[src/rtl/seg7_scan_capture.sv]
// seg7_scan_capture: watches a scanned 7-segment bus (segments + one-hot digit
// strobe). Each digit is accepted only after it has been stable for STABLE
// cycles, decoded back to a hex nibble, and NDIG digits are assembled into a
// frame that is presented through a valid/ready output.
module seg7_scan_capture #(
    parameter int unsigned NDIG   = 4,
    parameter int unsigned STABLE = 3
) (
    input  logic                clock,
    input  logic                reset,
    input  logic [7:0]          seg_in,
    input  logic [NDIG-1:0]     dig_sel,
    output logic [4*NDIG-1:0]   value,
    output logic [NDIG-1:0]     dp_out,
    output logic                err,
    output logic                overrun,
    output logic                out_valid,
    input  logic                out_ready
);

    localparam int unsigned RUN_W = $clog2(STABLE + 1);
    localparam int unsigned IN_W  = NDIG + 8;
    localparam int unsigned VAL_W = 4 * NDIG;
    localparam logic [RUN_W-1:0] RUN_MAX = RUN_W'(STABLE);

    // Dwell tracking
    logic [IN_W-1:0]   prev_q,    prev_d;
    logic [RUN_W-1:0]  run_q,     run_d;
    logic              done_q,    done_d;
    // Frame assembly
    logic [VAL_W-1:0]  slot_q,    slot_d;
    logic [NDIG-1:0]   dps_q,     dps_d;
    logic [NDIG-1:0]   seen_q,    seen_d;
    logic              err_acc_q, err_acc_d;
    // Output frame
    logic [VAL_W-1:0]  value_q,   value_d;
    logic [NDIG-1:0]   dp_q,      dp_d;
    logic              err_q,     err_d;
    logic              overrun_q, overrun_d;
    logic              valid_q,   valid_d;

    logic [3:0]        nib;
    logic              pat_ok;
    logic              sel_onehot;
    logic              same_in;
    logic              capture;
    logic              frame_done;
    logic [NDIG-1:0]   seen_nx;
    logic              err_nx;

    // Map segment pattern (dp masked) back to a hex nibble
    always_comb begin
        nib    = 4'h0;
        pat_ok = 1'b1;
        case ({seg_in[7:1], 1'b0})
            8'hFC:   nib = 4'h0;
            8'h60:   nib = 4'h1;
            8'hDA:   nib = 4'h2;
            8'hF2:   nib = 4'h3;
            8'h66:   nib = 4'h4;
            8'hB6:   nib = 4'h5;
            8'hBE:   nib = 4'h6;
            8'hE0:   nib = 4'h7;
            8'hFE:   nib = 4'h8;
            8'hF6:   nib = 4'h9;
            8'hEE:   nib = 4'hA;
            8'h3E:   nib = 4'hB;
            8'h1A:   nib = 4'hC;
            8'h7A:   nib = 4'hD;
            8'h9E:   nib = 4'hE;
            8'h8E:   nib = 4'hF;
            default: pat_ok = 1'b0;
        endcase
    end

    // Run-length count of identical one-hot inputs; single capture per dwell
    always_comb begin
        prev_d     = {dig_sel, seg_in};
        sel_onehot = $onehot(dig_sel);
        same_in    = ({dig_sel, seg_in} == prev_q);
        run_d      = '0;
        if (sel_onehot) begin
            if (same_in && (run_q != '0)) begin
                run_d = (run_q == RUN_MAX) ? RUN_MAX : run_q + RUN_W'(1);
            end else begin
                run_d = RUN_W'(1);
            end
        end
        capture = sel_onehot && (run_d == RUN_MAX) && !(same_in && done_q);
        done_d  = capture || (sel_onehot && same_in && done_q);
    end

    // Slot/seen/error accumulation and output frame handshake
    always_comb begin
        slot_d    = slot_q;
        dps_d     = dps_q;
        seen_nx   = seen_q;
        err_nx    = err_acc_q;
        value_d   = value_q;
        dp_d      = dp_q;
        err_d     = err_q;
        overrun_d = overrun_q;
        valid_d   = valid_q;

        if (capture) begin
            for (int unsigned i = 0; i < NDIG; i++) begin
                if (dig_sel[i]) begin
                    slot_d[4*i +: 4] = nib;
                    dps_d[i]         = seg_in[0];
                end
            end
            seen_nx = seen_q | dig_sel;
            err_nx  = err_acc_q | ~pat_ok;
        end

        frame_done = capture && (&seen_nx);
        seen_d     = frame_done ? '0   : seen_nx;
        err_acc_d  = frame_done ? 1'b0 : err_nx;

        if (frame_done) begin
            value_d = slot_d;
            dp_d    = dps_d;
            err_d   = err_nx;
            valid_d = 1'b1;
            // Overwriting a frame nobody took is an overrun; a same-edge
            // handshake means the old frame was consumed, so leave it alone
            if (valid_q && !out_ready) begin
                overrun_d = 1'b1;
            end
        end else if (valid_q && out_ready) begin
            valid_d   = 1'b0;
            overrun_d = 1'b0;
        end
    end

    // State registers with synchronous reset
    always_ff @(posedge clock) begin
        if (reset) begin
            prev_q    <= '0;
            run_q     <= '0;
            done_q    <= 1'b0;
            slot_q    <= '0;
            dps_q     <= '0;
            seen_q    <= '0;
            err_acc_q <= 1'b0;
            value_q   <= '0;
            dp_q      <= '0;
            err_q     <= 1'b0;
            overrun_q <= 1'b0;
            valid_q   <= 1'b0;
        end else begin
            prev_q    <= prev_d;
            run_q     <= run_d;
            done_q    <= done_d;
            slot_q    <= slot_d;
            dps_q     <= dps_d;
            seen_q    <= seen_d;
            err_acc_q <= err_acc_d;
            value_q   <= value_d;
            dp_q      <= dp_d;
            err_q     <= err_d;
            overrun_q <= overrun_d;
            valid_q   <= valid_d;
        end
    end

    assign value     = value_q;
    assign dp_out    = dp_q;
    assign err       = err_q;
    assign overrun   = overrun_q;
    assign out_valid = valid_q;

endmodule
[config.mk]
export PLATFORM = sky130hd
export DESIGN_NAME = seg7_scan_capture
export DESIGN_NICKNAME = d
export VERILOG_FILES = /design/src/rtl/seg7_scan_capture.sv
export SDC_FILE = /design/constraint.sdc
export NUM_CORES = 1
export LEC_CHECK = 0
export ABC_CLOCK_PERIOD_IN_PS = 6040
export CAP_MARGIN = 20
export CORE_ASPECT_RATIO = 0.7
export CORE_UTILIZATION = 50
export CTS_CLUSTER_DIAMETER = 80
export DETAILED_ROUTE_END_ITERATION = 12
export PLACE_DENSITY = 0.79
export SKIP_LAST_GASP = 1
export SYNTH_ARGS = -nofsm -noshare
export SYNTH_HDL_FRONTEND = slang
export SYNTH_SLANG_ARGS = --single-unit
[constraint.sdc]
create_clock -name clock -period 6.04 [get_ports clock]
set_input_delay 1.208 -clock clock [delete_from_list [all_inputs] [get_ports clock]]
set_output_delay 1.208 -clock clock [all_outputs]
set_load 0.005 [all_outputs]
=== Yosys cells after proc, flatten, opt, wreduce, memory -nomap -nowiden ===
Index checks and enable logic that the tools add are counted.

* Bits in registers: 63
* Input bits: 15
* Output and inout port bits: 23
* Word-level logic and storage cells: 79

* $add $sub $neg: 4
* Equal/unequal tests: 21
* Multiplexer cells: 21
* Bitwise operators: 3
* Reductions and logical operators: 18

{| class="wikitable"
|+ Operator list
! operator !! number
|-
| equality test 7 bit, second input constant || 11
|-
| case mux 4 bit (15 select lines) || 1
|-
| 2-to-1 mux 4 bit || 6
|-
| equality test 7 x 6 -> 1 bit, second input constant || 3
|-
| 2-to-1 mux 16 bit || 1
|-
| OR reduction 16 bit || 1
|-
| equality test 12 bit || 1
|-
| 2-to-1 mux 1 bit || 10
|-
| logical AND 1 bit || 9
|-
| equality test 7 x 4 -> 1 bit, second input constant || 1
|-
| equality test 7 x 5 -> 1 bit, second input constant || 1
|-
| 2-to-1 mux 2 bit || 3
|-
| adder 1 x 1 -> 2 bit || 2
|-
| equality test 2 bit, second input constant || 2
|-
| OR 4 bit || 1
|-
| AND reduction 4 bit || 1
|-
| nonzero test 2 bit || 2
|-
| adder 2 x 2 -> 3 bit || 1
|-
| equality test 3 x 1 -> 1 bit, second input constant || 1
|-
| adder 2 x 1 -> 2 bit, second input constant || 1
|-
| logical NOT 1 bit || 2
|-
| inequality test 2 x 1 -> 1 bit, second input constant || 1
|-
| AND reduction 2 bit || 1
|-
| OR reduction 2 bit || 1
|-
| other kinds (3) || 3
|}

=== Depth between registers and ports, before layout ===
Gate-level depths: netlist of the first run.

* Depth after elaboration: 12
* Gate-level depth with buffers: 14
* Mapped depth without buffers: 11

=== Least setup slack after synthesis of the first run ===
Ideal clock, no wire load.

* Path type: input-to-reg
* From: in dig_sel[0]
* To: reg value_q[13] (netlist: value[13])
* Library setup time: 59 ps
* Arrival: 4021 ps
* Required time: 5981 ps
* Path slack: 1959 ps
* Stages on the path: 13
* Path buffers: 2
* Cell sequence: clkbuf_1 > inv_1 > fa_1 > inv_1 > ha_1 > ha_1 > nor2_1 > nand4b_1 > nor4_4 > nand2_2 > buf_6 > a2111oi_1 > a31o_1

* Word-level cells in the longest chain between the ends: 10
* Elaborated cells between the ends (all ways): 17
* Those cells by class: 2 x add/sub; 3 x eq/ne; 4 x mux; 1 x bitwise; 7 x reduce/logical

{| class="wikitable"
|+ Ends and longest elaborated chain
! item !! line !! source
|-
| from (decl) || 12 || <nowiki>input logic [NDIG-1:0] dig_sel,</nowiki>
|-
| adder 1 x 1 -> 2 bit (implied by the code) or equality test 12 bit (tied branches) || 79, 80 ||
|-
| adder 2 x 2 -> 3 bit (implied by the code) or logical AND 1 bit (tied branches) || 79, 83 ||
|-
| equality test 3 x 1 -> 1 bit or 2-to-1 mux 2 bit (tied branches) || 79, 83 ||
|-
| 2-to-1 mux 2 bit || 82 || <nowiki>if (sel_onehot) begin</nowiki>
|-
| equality test 2 bit || 89 || <nowiki>capture = sel_onehot && (run_d == RUN_MAX) && !(same_in && done_q);</nowiki>
|-
| logical AND 1 bit (2 in a row) || 89 ||
|-
| 2-to-1 mux 4 bit || 105 || <nowiki>if (capture) begin</nowiki>
|-
| AND reduction 4 bit || 116 || <nowiki>frame_done = capture && (&seen_nx);</nowiki>
|-
| logical AND 1 bit || 116 ||
|-
| to (signal assigned) || 159 || <nowiki>value_q <= value_d;</nowiki>
|-
| to (decl) || 36 || <nowiki>logic [VAL_W-1:0] value_q, value_d;</nowiki>
|}

Several ways; a longest one is shown, not always the timed one.
A chain may end at the register's enable or synchronous reset.

=== Final worst setup path of the first run ===
* From: in dig_sel[1]
* To: reg value_q[1] (netlist: value[1])

The elaborated chain is that of the path after synthesis.

==> summary.md, run 1 <==
| Metric | Value |
|---|---|
| Final cell utilization of the core | `a little over three fifths` |
| CP max FO | `34` |
| Final Non-Filler Cells | `about 430` |
| Final net count | `368` |
| Avg Inst Size Synth | `between 8 and 9 sq um` |
| Die footprint | `0.006070 sq mm` |
| IO Count | `38` |
| Reg2reg start | `prev_q[1]` |
| TNS Setup | `0 ps` |
| YS warnings | `0` |
| PostCTS Resize Cnt | `0` |
| Hpwl dp | `roughly 4500 um` |
| Clock slew at reported path FFs | `roughly 70 ps` |
| Via count | `~2.4k` |
| Total gr overflow | `0` |
| Core footprint | `approximately 0.0054 sq mm` |
| Antenna violations before repair | `0` |
| Total GRT Usage | `between 20% and 30%` |
| CTS tree | `done` |
| Share of Yosys cell area claimed by the top area cell type | `a little over two fifths` |
| Area growth syn-to-layout | `18.21%` |
| Status | `finished, final reports clean` |
| CTS root buf | `clkbuf_8` |
| Cells after Synth | `roughly 330` |
| TritonCTS Buffers | `9` |
| Worst-Margin Slew | `1019 ps` |
| CP Class | `in -> reg` |
| Worst EP arrival | `5090 ps` |
| Std cell rows | `22` |
| Slew Limit Fails | `0` |
| Inserted Diodes | `0` |
| Hold Path Depth | `2` |
| Number of global-route vias before repair | `approximately 2.2k` |
| CTS Hold Buffers Added | `0` |
| Syn Std Cell Area | `between 0.002 and 0.003 sq mm` |
| Hold Crit Class | `reg -> reg` |
| Placed cells | `411` |
| Drt drc | `0` |
| CP required | `6330 ps` |
| Post-CTS setup buffer count | `0` |
| Hold wc startpoint | `slot_q[9]` |
| PwrDens | `approximately 240 mW/mm^2` |
| Worst IR Drop VDD | `between 0.1 and 0.15 mV` |
| Area contributors post-synth | `dfxtp_1 44%, nor2_1 6.9%, xnor2_1 3.7%` |
| Antenna-violating nets left | `0` |
| DRT Pass-1 Iters | `4` |
| Fillers | `~440` |
| Net Count, Synth | `roughly 340` |
| Synth async-reset ratio | `0%` |
| Clock Skews | `~6 ps` |
| Number of synthesized flops with an enable pin | `0` |
| Initial Utilization | `53.36%` |
| Yosys reg bits | `63` |
| Die Span Y | `around 65 um` |
| Largest net degree at the start of global routing | `about 60` |
| Worst setup EP type | `flop` |
| Maximum clock rate | `between 200 and 250 MHz` |
| Top FF cell, synth | `dfxtp_1` |
| Port Buffers | `37` |
| DIE WIDTH | `92.70 um` |
| Final Hold Fails | `0` |
| Max Cap Viol | `0` |
| Initial DRC Count | `180` |
| RD Place Congestion | `about 0.8` |
| Max transition margin | `between 30% and 40%` |
| Clock Latency Late Sink | `around 340 ps` |
| Design Power | `between 800 and 900 uW` |
| Multi-input combinational cell area | `roughly 0.0015 sq mm` |
| RSZ-0062 raised after global routing | `no` |
| Clk buf depth | `2` |
| Unique masters post-synth | `between 50 and 60` |
| Commonest non-fill, non-tap cells in the layout | `63 x dfxtp_1, 53 x nor2_1, 36 x clkdlybuf4s50_1` |
| Final wirelength | `approximately 6400 um` |
| Final worst-path cycle share | `around four fifths` |
| Register Area | `0.001261 sq mm` |
| Ratio of cells with drive above 1 in the final layout | `slightly below 10%` |
| Crit path from | `dig_sel[1]` |
| Setup violations, final | `0` |
| H-tree levels | `3` |
| Sequential area share after synthesis | `between 40 and 50%` |
| Leak | `between 1 and 1.5 nW` |
| R2R cell count | `7` |
| Crit path launch type | `input port` |
| CTS sink cnt | `63` |
| Vias per cell | `5.628` |
| Global-route wire length before repair | `10,700 um` |
| Min Tclk post-route | `roughly 4800 ps` |
| Most common cell after layout, fill and taps aside | `dfxtp_1` |
| DR WL/cell | `15.09 um` |
| Synth area leader | `dfxtp_1` |
final cells by class:
type / count / area share [%]
Clock buffer: 10 / 4.044
Inverter: 10 / 1.103
Tap cell: 72 / 2.647
Clock inverter: 6 / 1.066
Sequential cell: 63 / 37.06
Timing Repair Buffer: 40 / 11.40
Multi-Input combinational cell: 226 / 42.68
layer usage:
| metal | vias up | global-route usage (%) | share of wire [%] | wire (um) |
|---|---|---|---|---|
| li1 | 1199 | - | - | - |
| met1 | 1125 | 33.00 | 50 | 3203 |
| met2 | 74 | 34.26 | 42 | 2680 |
| met4 | 0 | 4.231 | 0.42 | 27 |
| met3 | 5 | 8.218 | 8.3 | 534 |
| met5 | - | 0 | 0 | 0 |
critical path: stages:
cell and delay (ps):
clkdlybuf4s50_1 770, inv_1 170, fa_1 530, inv_1 40
ha_1 170, ha_1 270, nor2_1 140, nand4b_1 170
nor4_4 290, buf_4 230, nand2_2 370, a2111oi_0 520
a31o_2 160
cell families (layout without fill, tap and decap cells):
| group | after synthesis | in the layout | share of synthesized area, % |
|---|---|---|---|
| xor gates and xnor gates | 14 | 14 | 4.520 |
| and+or+nand+nor | 134 | 134 | 23.16 |
| DFF | 63 | 63 | 43.81 |
| AOI/OAI and AO/OA | 66 | 66 | 18.08 |
| buffers and inverters | 37 | 66 | 5.736 |
| muxes | 9 | 9 | 3.129 |
| adders and majority gates | 3 | 3 | 1.564 |
power breakdown:
group	internal [mW]	leakage (nW)	switching, mW
clock	0.157	0.0918	0.159
combinational	0.0277	0.663	0.0436
sequential	0.420	0.511	0.00246
total	0.605	1.27	0.205
state kept, by name, indices dropped and copies added, names as in the netlist:
| register | flops |
|---|---|
| done_q | 1 |
| dps_q | 4 |
| seen_q | 4 |
| out_valid | 1 |
| slot_q | 16 |
| prev_q | 12 |
| err | 1 |
| value | 16 |
| overrun | 1 |
| dp_out | 4 |
| err_acc_q | 1 |
| run_q | 2 |
path summary, 6_finish.rpt:
path / endpoint / slack (ps)
hold / removal: slot_q[9] / 460
setup reg to reg: value[1] / 3690
hold reg to reg: slot_q[9] / 460
setup / recovery: value[1] / 1240
stage by stage:
step	hold slack (ps)	cell area (sq um)	worst slack [ps]
finish	459.2	3403	1238
global route	491.8	3403	939.0
CTS	461.3	3403	1271
detailed placement	446.0	3229	920.8
global placement	430.9	3229	1041
floorplan	419.0	2879	1959
synth_stat cells (all sizes together) (3+ instances only):
master	count
nor2	53
nand2	22
nor3b	3
a211o	3
buf	12
dfxtp	63
nand3	12
and3	4
a211oi	5
nand4	3
o41ai	8
nor2b	11
nor3	8
nor4	3
a2111oi	9
a21oi	13
inv	9
a31o	8
nand2b	4
o211ai	3
xnor2	13
o21a	5
and2	4
mux2i	9
clkbuf	15
Note: power is estimated with default switching activity, not from simulation.
==> inputs of run 2 (changes only) <==
- ABC_CLOCK_PERIOD_IN_PS: 6040 -> 5030
- clock period: 6.04 -> 5.03 ns (I/O delays scaled with it)
==> run 2 against run 1 <==
Critical endpoint is now value[4]. Register-to-register slack worse by 880 ps. Non-clock buffer count up 3. Count of clock-buffer cells in the layout increased by 2. Combinational power up 21%. Setup slack worse by 360 ps. Core utilization up 0.35 points. Total power grew 20%. Largest power group unchanged. Worst hold slack lost 8.5 ps. Final cell count did not move. Largest cell class unchanged.
==> summary.md, run 2 (synthesis results as in run 1) <==
| Metric | Value |
|---|---|
| Multi-input combinational cell area | `0.001453 sq mm (unchanged)` |
| Crit-path cells | `clkdlybuf4s50_1 -> inv_1 -> fa_1 -> inv_1 -> ha_1 -> ha_1 -> nor2_1 -> nand4b_1 -> nor4_4 -> nand2_2 -> a2111oi_0 -> a31o_2` |
| R2R setup slack | `2810 ps (-880 ps)` |
| Die footprint | `0.006070 sq mm (unchanged)` |
| Port Buffers | `37 (unchanged)` |
| Worst-Margin Slew | `852.1 ps (-167.2 ps)` |
| Register Area | `0.001261 sq mm (unchanged)` |
| CP max FO | `34 (unchanged)` |
| CP Class | `in -> reg` |
| Slew Limit Fails | `0 (unchanged)` |
| Clock slew at reported path FFs | `60 ps (about the same)` |
| RSZ-0062 raised after global routing | `no` |
| Most common cell after layout, fill and taps aside | `dfxtp_1` |
| DRT Pass-1 Iters | `4 (unchanged)` |
| CTS tree | `done` |
| Max transition margin | `42.47% (+11 points)` |
| Initial Utilization | `53.36% (unchanged)` |
| Status | `finished, final reports clean` |
| Worst Slack Setup Final | `875.1 ps (-363.2 ps)` |
| Worst IR Drop VDD | `0.2460 mV (+80%)` |
| Max Cap Viol | `0 (unchanged)` |
| TNS Setup | `0 ps (unchanged)` |
| Global-route wire length before repair | `10,450 um (-2.4%)` |
| IO Count | `38 (unchanged)` |
| Post-CTS setup buffer count | `0 (unchanged)` |
| Slowest CP cell | `a2111oi_0` |
| Max incr delay on CP | `550 ps (-220 ps)` |
| Clock Skews | `4.554 ps (-1.597 ps)` |
| Worst setup EP type | `flop` |
| Worst path top cell family by delay | `simple AND/OR/NAND/NOR gates` |
| Inserted Diodes | `0 (unchanged)` |
| Fillers | `467 (+5.2%)` |
| Via count | `2,408 (+0.21%)` |
| Total GRT Usage | `22.57% (-0.68 points)` |
| Final wirelength | `6403 um (-0.65%)` |
| Antenna violations before repair | `0 (unchanged)` |
| Ratio of cells with drive above 1 in the final layout | `9.859% (unchanged)` |
| Worst EP arrival | `4430 ps (-660 ps)` |
| DP Worst Slack | `555.1 ps (-365.8 ps)` |
| Std cell rows | `22 (unchanged)` |
| Number of global-route vias before repair | `2,152 (-1.1%)` |
| Final worst-path cycle share | `about 83%` |
| Final cell utilization of the core | `63.43% (+0.35 points)` |
| CTS sink cnt | `63 (unchanged)` |
| Core footprint | `0.005395 sq mm (unchanged)` |
| Initial DRC Count | `168 (-6.7%)` |
| Final net count | `371 (+0.82%)` |
| Drt drc | `0 (unchanged)` |
| Clk buf depth | `2 (unchanged)` |
| CTS root buf | `clkbuf_8` |
| Antenna-violating nets left | `0 (unchanged)` |
| Clock Latency Late Sink | `330 ps (about the same)` |
| Crit path launch type | `input port` |
| Largest net degree at the start of global routing | `61 (unchanged)` |
| TritonCTS Buffers | `9 (unchanged)` |
| Leak | `1.278 nW (+1.0%)` |
| Min Tclk post-route | `~4200 ps` |
| CP required | `5310 ps (-1020 ps)` |
| H-tree levels | `3 (unchanged)` |
| PostCTS Resize Cnt | `0 (unchanged)` |
| Final Hold Fails | `0 (unchanged)` |
| Maximum clock rate | `240.7 MHz` |
| Die Span Y | `65.49 um (unchanged)` |
| WP buf/inv | `3 (-1)` |
| Hpwl dp | `4364 um (-2.4%)` |
| RD Place Congestion | `0.8217 (+0.37%)` |
| Area growth syn-to-layout | `18.86%` |
| Commonest non-fill, non-tap cells in the layout | `63 x dfxtp_1, 53 x nor2_1, 36 x clkdlybuf4s50_1` |
| DIE WIDTH | `92.70 um (unchanged)` |
| Total gr overflow | `0 (unchanged)` |
| Hold Crit Class | `reg -> reg` |
| Vias per cell | `5.639 (+0.21%)` |
| DR WL/cell | `15.00 um (-0.65%)` |
| CTS Hold Buffers Added | `0 (unchanged)` |
| PwrDens | `285.1 mW/mm^2 (+20%)` |
| Setup violations, final | `0 (unchanged)` |
[run 2: changes by cell type in the layout (fill, tap and decap cells not counted)]
cell / change
clkinvlp_4: -1
buf_4: +3
clkinv_2: -3
clkinv_4: -1
clkbuf_8: +2
[run 2: cell type report]
type	instances	area share, %
Tap cell	72	2.633
Inverter	10	1.097
Sequential cell	63	36.86
Timing Repair Buffer	43	11.99
Multi-Input combinational cell	226	42.45
Clock buffer	12	4.826
Clock inverter	1	0.1463
[run 2: path summary, 6_finish.rpt]
kind / start / endpoint / depth (start not counted)
worst max-delay path: dig_sel[0] / value[4] / 12
worst min-delay path: done_q / done_q / 1
worst max register to register: prev_q[8] / value[4] / 6
worst min register to register: done_q / done_q / 1
[run 2: through the flow]
step	instance area (sq um)	hold WS (ps)	power (mW)	cells
CTS	3422	451.3	0.9840	427
global route	3422	467.3	1.011	427
detailed placement	3252	435.0	0.6044	414
global placement	3252	432.8	0.6040	414
finish	3422	450.7	0.9757	427
floorplan	2879	419.0	0.5767	326
[run 2: where the power goes]
part / internal, mW / switching, mW
Clock: 0.210 / 0.171
Sequential: 0.505 / 0.00291
Combinational: 0.0346 / 0.0518
[run 2: per-layer routing]
layer	GRT usage, %	up-vias	wire length (um)
li1	-	1198	-
met1	33.16	1138	3281
met2	31.76	68	2611
met3	5.903	4	465
met4	7.692	0	44
met5	0	-	0
